===== src/rtl/bcd_seq_display.sv =====
// Iterative binary-to-BCD converter (double dabble, one bit per clock) feeding
// active-low seven-segment codes with optional leading-zero blanking.
module bcd_seq_display #(
    parameter int WIDTH         = 8,
    parameter int DIGITS        = 3,
    parameter int BLANK_LEADING = 1
) (
    input  logic                  clk,
    input  logic                  reset,
    input  logic                  start,
    input  logic [WIDTH-1:0]      bin,
    output logic                  busy,
    output logic                  done,
    output logic                  overflow,
    output logic [4*DIGITS-1:0]   bcd,
    output logic [7*DIGITS-1:0]   seg
);
    localparam int CW = $clog2(WIDTH + 1);
    localparam int BW = 4 * DIGITS;
    localparam int SW = 7 * DIGITS;

    typedef enum logic [1:0] {IDLE, SHIFT, DONE} state_t;

    state_t            state_q, state_d;
    logic [WIDTH-1:0]  sh_q, sh_d;
    logic [BW-1:0]     scr_q, scr_d;
    logic [CW-1:0]     cnt_q, cnt_d;
    logic              ovf_acc_q, ovf_acc_d;
    logic [BW-1:0]     bcd_q, bcd_d;
    logic [SW-1:0]     seg_q, seg_d;
    logic              ovf_q, ovf_d;

    logic [BW-1:0]     adj;
    logic [BW-1:0]     scr_shift;
    logic              shout;

    // Existing 4-bit SSD encoder, {g,f,e,d,c,b,a} active-low; >9 renders 'E'.
    function automatic logic [6:0] ssd(input logic [3:0] d);
        case (d)
            4'd0:    ssd = 7'b1000000;
            4'd1:    ssd = 7'b1111001;
            4'd2:    ssd = 7'b0100100;
            4'd3:    ssd = 7'b0110000;
            4'd4:    ssd = 7'b0011001;
            4'd5:    ssd = 7'b0010010;
            4'd6:    ssd = 7'b0000010;
            4'd7:    ssd = 7'b1111000;
            4'd8:    ssd = 7'b0000000;
            4'd9:    ssd = 7'b0010000;
            default: ssd = 7'b0000110;
        endcase
    endfunction

    function automatic logic [SW-1:0] seg_of(input logic [BW-1:0] b, input logic ov);
        logic [SW-1:0] s;
        logic          zero_above;
        s          = '0;
        zero_above = 1'b1;
        for (int i = DIGITS - 1; i >= 0; i--) begin
            zero_above = zero_above & (b[4*i +: 4] == 4'd0);
            if (ov)
                s[7*i +: 7] = 7'b0000110;
            else if (BLANK_LEADING != 0 && i > 0 && zero_above)
                s[7*i +: 7] = 7'b1111111;
            else
                s[7*i +: 7] = ssd(b[4*i +: 4]);
        end
        return s;
    endfunction

    // Add-3 correction on every digit >=5, then one shift of {scratch, operand}.
    always_comb begin
        adj = scr_q;
        for (int i = 0; i < DIGITS; i++) begin
            if (scr_q[4*i +: 4] >= 4'd5)
                adj[4*i +: 4] = scr_q[4*i +: 4] + 4'd3;
        end
        scr_shift = {adj[BW-2:0], sh_q[WIDTH-1]};
        shout     = adj[BW-1];
    end

    always_comb begin
        state_d   = state_q;
        sh_d      = sh_q;
        scr_d     = scr_q;
        cnt_d     = cnt_q;
        ovf_acc_d = ovf_acc_q;
        bcd_d     = bcd_q;
        seg_d     = seg_q;
        ovf_d     = ovf_q;
        case (state_q)
            IDLE: begin
                if (start) begin
                    state_d   = SHIFT;
                    sh_d      = bin;
                    scr_d     = '0;
                    ovf_acc_d = 1'b0;
                    cnt_d     = CW'(WIDTH);
                end
            end
            SHIFT: begin
                sh_d      = sh_q << 1;
                scr_d     = scr_shift;
                ovf_acc_d = ovf_acc_q | shout;
                cnt_d     = cnt_q - CW'(1);
                if (cnt_q == CW'(1)) begin
                    state_d = DONE;
                    bcd_d   = scr_shift;
                    ovf_d   = ovf_acc_q | shout;
                    seg_d   = seg_of(scr_shift, ovf_acc_q | shout);
                end
            end
            DONE:    state_d = IDLE;
            default: state_d = IDLE;
        endcase
    end

    always_ff @(posedge clk) begin
        if (reset) begin
            state_q   <= IDLE;
            sh_q      <= '0;
            scr_q     <= '0;
            cnt_q     <= '0;
            ovf_acc_q <= 1'b0;
            bcd_q     <= '0;
            seg_q     <= seg_of('0, 1'b0);
            ovf_q     <= 1'b0;
        end else begin
            state_q   <= state_d;
            sh_q      <= sh_d;
            scr_q     <= scr_d;
            cnt_q     <= cnt_d;
            ovf_acc_q <= ovf_acc_d;
            bcd_q     <= bcd_d;
            seg_q     <= seg_d;
            ovf_q     <= ovf_d;
        end
    end

    assign busy     = (state_q == SHIFT);
    assign done     = (state_q == DONE);
    assign overflow = ovf_q;
    assign bcd      = bcd_q;
    assign seg      = seg_q;
endmodule


===== config.mk =====
export PLATFORM = sky130hd
export DESIGN_NAME = bcd_seq_display
export DESIGN_NICKNAME = d
export VERILOG_FILES = /design/src/rtl/bcd_seq_display.sv
export SDC_FILE = /design/constraint.sdc
export NUM_CORES = 1
export LEC_CHECK = 0
export CORE_MARGIN = 8
export CORE_UTILIZATION = 45
export DETAILED_ROUTE_END_ITERATION = 10
export MAX_ROUTING_LAYER = met4
export PLACE_DENSITY = 0.7
export SYNTH_ARGS = -nofsm -noshare
export SYNTH_HDL_FRONTEND = slang
export SYNTH_SLANG_ARGS = --single-unit
export TNS_END_PERCENT = 30

===== constraint.sdc =====
create_clock -name clk -period 7.4 [get_ports clk]
set_input_delay 1.48 -clock clk [delete_from_list [all_inputs] [get_ports clk]]
set_output_delay 1.48 -clock clk [all_outputs]
set_load 0.01 [all_outputs]

==> results.sh <==
export IMPL_status="finished, final reports clean"
export IMPL_final_area_um2=4030
export IMPL_hp_class="reg2reg"
export IMPL_die_w_um=102
export IMPL_layout_drive_gt1_share_pct=8.85
export IMPL_synthMuxAreaShare_pct=1.56
export IMPL_first_iter_violations=90
export IMPL_antenna_left=0
export IMPL_ctsHoldBuffers=0
export IMPL_cp_cell_sequence="nand2b_2, clkinv_2, clkdlybuf4s50_1"
export IMPL_core_um2=7250
export IMPL_antenna_found_initial=0
export IMPL_ioPinCount=47
export IMPL_finalCoreUtilization_pct=55.5
export IMPL_finalWorstPathRequiredPeriod_ns=3.35
export IMPL_rows=31
export IMPL_postSynthCellCount=410
export IMPL_cts_made_buffers=9
export IMPL_synth_xor_area_share_pct=0.782
export IMPL_rsz0062_at_grt="no"
export IMPL_root_buffer="clkbuf_8"
export IMPL_io_buffers=46
export IMPL_holdWs_ns=0.451
export IMPL_drv_slew=0
export IMPL_synth_compound_area_share_pct=26.3
export IMPL_fin_ws_ns=4.05
export IMPL_tightest_slew_ns=1.08
export IMPL_grt_pass1_wl_um=13500
export IMPL_synth_area_per_cell_um2=8.20
export IMPL_grt_pass1_vias=2885
export IMPL_start_kind="flop"
export IMPL_overflow=0
export IMPL_clock_skew_ns=0.00736
export IMPL_dpl_hpwl_um=5730
export IMPL_place_gp_congestion=0.909
export IMPL_place_area_um2=3870
export IMPL_yosysWarnings=0
export IMPL_h_tree_depth=3
export IMPL_ir_drop_mv=0.115
export IMPL_via_per_inst=5.45
export IMPL_crit_required_ns=5.92
export IMPL_path_class="reg2out"
export IMPL_grt_max_degree=46
export IMPL_hold_viol=0
export IMPL_synth_cell_types=75
export IMPL_syn_to_final_growth_pct=19.8
export IMPL_clkSinkCount=61
export IMPL_place_ws_ns=3.84
export IMPL_power_density_nw_per_um2=170
export IMPL_drc=0
export IMPL_synthFlopType="dfxtp_1"
export IMPL_setup_tns_final_ns=0
export IMPL_drt_first_pass_iters=4
export IMPL_synth_seq_cells=61
export IMPL_cts_resized=0
export IMPL_max_freq_mhz=299
export IMPL_worstPathArrival_ns=1.87
export IMPL_nets=477
export IMPL_synth_top_family_by_area="compound AO/OA/AOI/OAI gates"
export IMPL_drt_total_wl_um=8100
export IMPL_min_period_over_period_pct=45.2
export IMPL_synth_edf_count=0
export IMPL_critPathMaxStageDelay_ns=0.66
export IMPL_postCtsSetupBuffers=0
export IMPL_clockBufferDepth=2
export IMPL_die_height_um=102
export IMPL_synth_cell_area_um2=3360
export IMPL_wl_per_cell_um=14.7
export IMPL_path_clk_slew_ns=0.07
export IMPL_syn_nets=439
export IMPL_cap_violations=0
export IMPL_cellLeakagePower_nw=1.52
export IMPL_diodes=0
export IMPL_start_util_pct=46.3
export IMPL_ys_async_sr_fraction_pct=0
export IMPL_maxSlewHeadroom_pct=27.4
export IMPL_critPathTopFamily="buffers and inverters"
export IMPL_clock_latency_ns=0.34
export IMPL_yosysSeqAreaShare_pct=36.3
export IMPL_vias=3002
export IMPL_cts_tree="yes"
export IMPL_yosys_area_share_adder_pct=6.70
export IMPL_crit_buf_inv=2
export IMPL_track_usage_pct=16.7
export IMPL_finalSetupViolations=0
export IMPL_slowest_stage="dfxtp_1"
export IMPL_crit_path_max_fanout=16
export IMPL_synth_simple_gate_area_share_pct=22.9
export IMPL_cp_end_kind="output pin"
export IMPL_dieArea_um2=10500
## cells in the mapped netlist (3+ instances only)
master	instances	area share [%]
nand3_1	5	0.74
and2_1	8	1.5
o21ai_1	4	0.60
ha_1	18	6.7
xnor2_1	3	0.78
nor2b_1	6	1.1
a211oi_1	9	2.0
buf_2	5	0.74
a21oi_1	31	4.6
o21a_1	3	0.67
o211ai_1	6	1.3
a22o_1	4	1.0
o31ai_1	3	0.67
dfxtp_1	61	36
clkbuf_1	13	1.5
nor2_1	36	4.0
nor3_1	11	1.6
mux2i_1	3	0.89
a21o_1	4	0.89
nor3b_1	4	0.89
nand2_1	50	5.6
nand3b_1	5	1.1
o21bai_1	3	0.67
nand2b_1	4	0.74
a31oi_1	4	0.74
o21ai_0	24	3.6
inv_1	23	2.6
## metrics by stage
stage                     total power, mW  cells
after floorplan                     0.412    410
after global placement              0.439    536
after detailed placement            0.441    536
after CTS                           0.693    551
after global routing                0.716    551
final                               0.685    551
## final timing paths
kind / startpoint / to / slack (ns) / cells after the start
setup / recovery: state_q[0]$_SDFFE_PP0P_ / busy / 4.05 / 3
hold / removal: seg[0]$_SDFFE_PP0P_ / seg[0]$_SDFFE_PP0P_ / 0.45 / 2
setup reg to reg: scr_q[0]$_SDFFE_PP0P_ / seg[13]$_SDFFE_PP1P_ / 4.57 / 10
hold reg to reg: seg[0]$_SDFFE_PP0P_ / seg[0]$_SDFFE_PP0P_ / 0.45 / 2
## report_power, final
part	internal (mW)	total, mW	switching [mW]	leakage [nW]
combinational	0.0362	0.0778	0.0417	0.940
sequential	0.341	0.356	0.0141	0.495
clock	0.128	0.251	0.123	0.0833
## sequential cells by signal, summed over array words and instances (netlist names)
register	flops
seg	21
overflow	1
state_q	2
cnt_q	4
ovf_acc_q	1
bcd	12
scr_q	12
sh_q	8
## area by class of cell
| type | count | area (um^2) |
|---|---|---|
| sequential | 61 | 1220 |
| multi-input combinational | 304 | 1960 |
| timing repair buffer | 48 | 475 |
| clock inverter | 2 | 10.0 |
| fill | 677 | 3230 |
| inverter | 24 | 91.3 |
| tap | 99 | 124 |
| clock buffer | 13 | 149 |
## kinds of logic after synthesis
family | count (synthesis)
and+or+nand+nor | 150
AOI/OAI and AO/OA | 128
muxes | 5
buffers and inverters | 45
xor gates and xnor gates | 3
adders and majority gates | 18
DFF | 61
## placed cells by master (no fill, tap or decap), types with 5 or more instances in the layout
cell / synthesis / routed
o21ai_0: 24 / 24
clkdlybuf4s50_1: 0 / 46
clkbuf_8: 0 / 10
nand3b_1: 5 / 5
dfxtp_1: 61 / 61
a21oi_1: 31 / 31
nor2b_1: 6 / 6
and2_1: 8 / 8
o211ai_1: 6 / 6
nand2_1: 50 / 50
nand3_1: 5 / 5
nor3_1: 11 / 11
nor2_1: 36 / 36
a211oi_1: 9 / 9
ha_1: 18 / 18
inv_1: 23 / 23
## layer usage
layer  GRT usage (%)  vias up  wire, um
met4            8.35        0       175
met1            20.0     1389      3780
met2            26.1       64      3740
met3            3.13       12       407
met5               -        -         0
li1                -     1537         -
## worst register-to-register path, stage by stage (launching register included)
cell	delay (ns)
dfxtp_1	0.58
inv_1	0.17
ha_1	0.29
and2b_2	0.24
or3_1	0.33
and2_1	0.24
ha_1	0.24
inv_1	0.07
nor2_1	0.06
a31oi_1	0.33
o211ai_1	0.14
No activity file was read; power rests on OpenSTA's default activity.
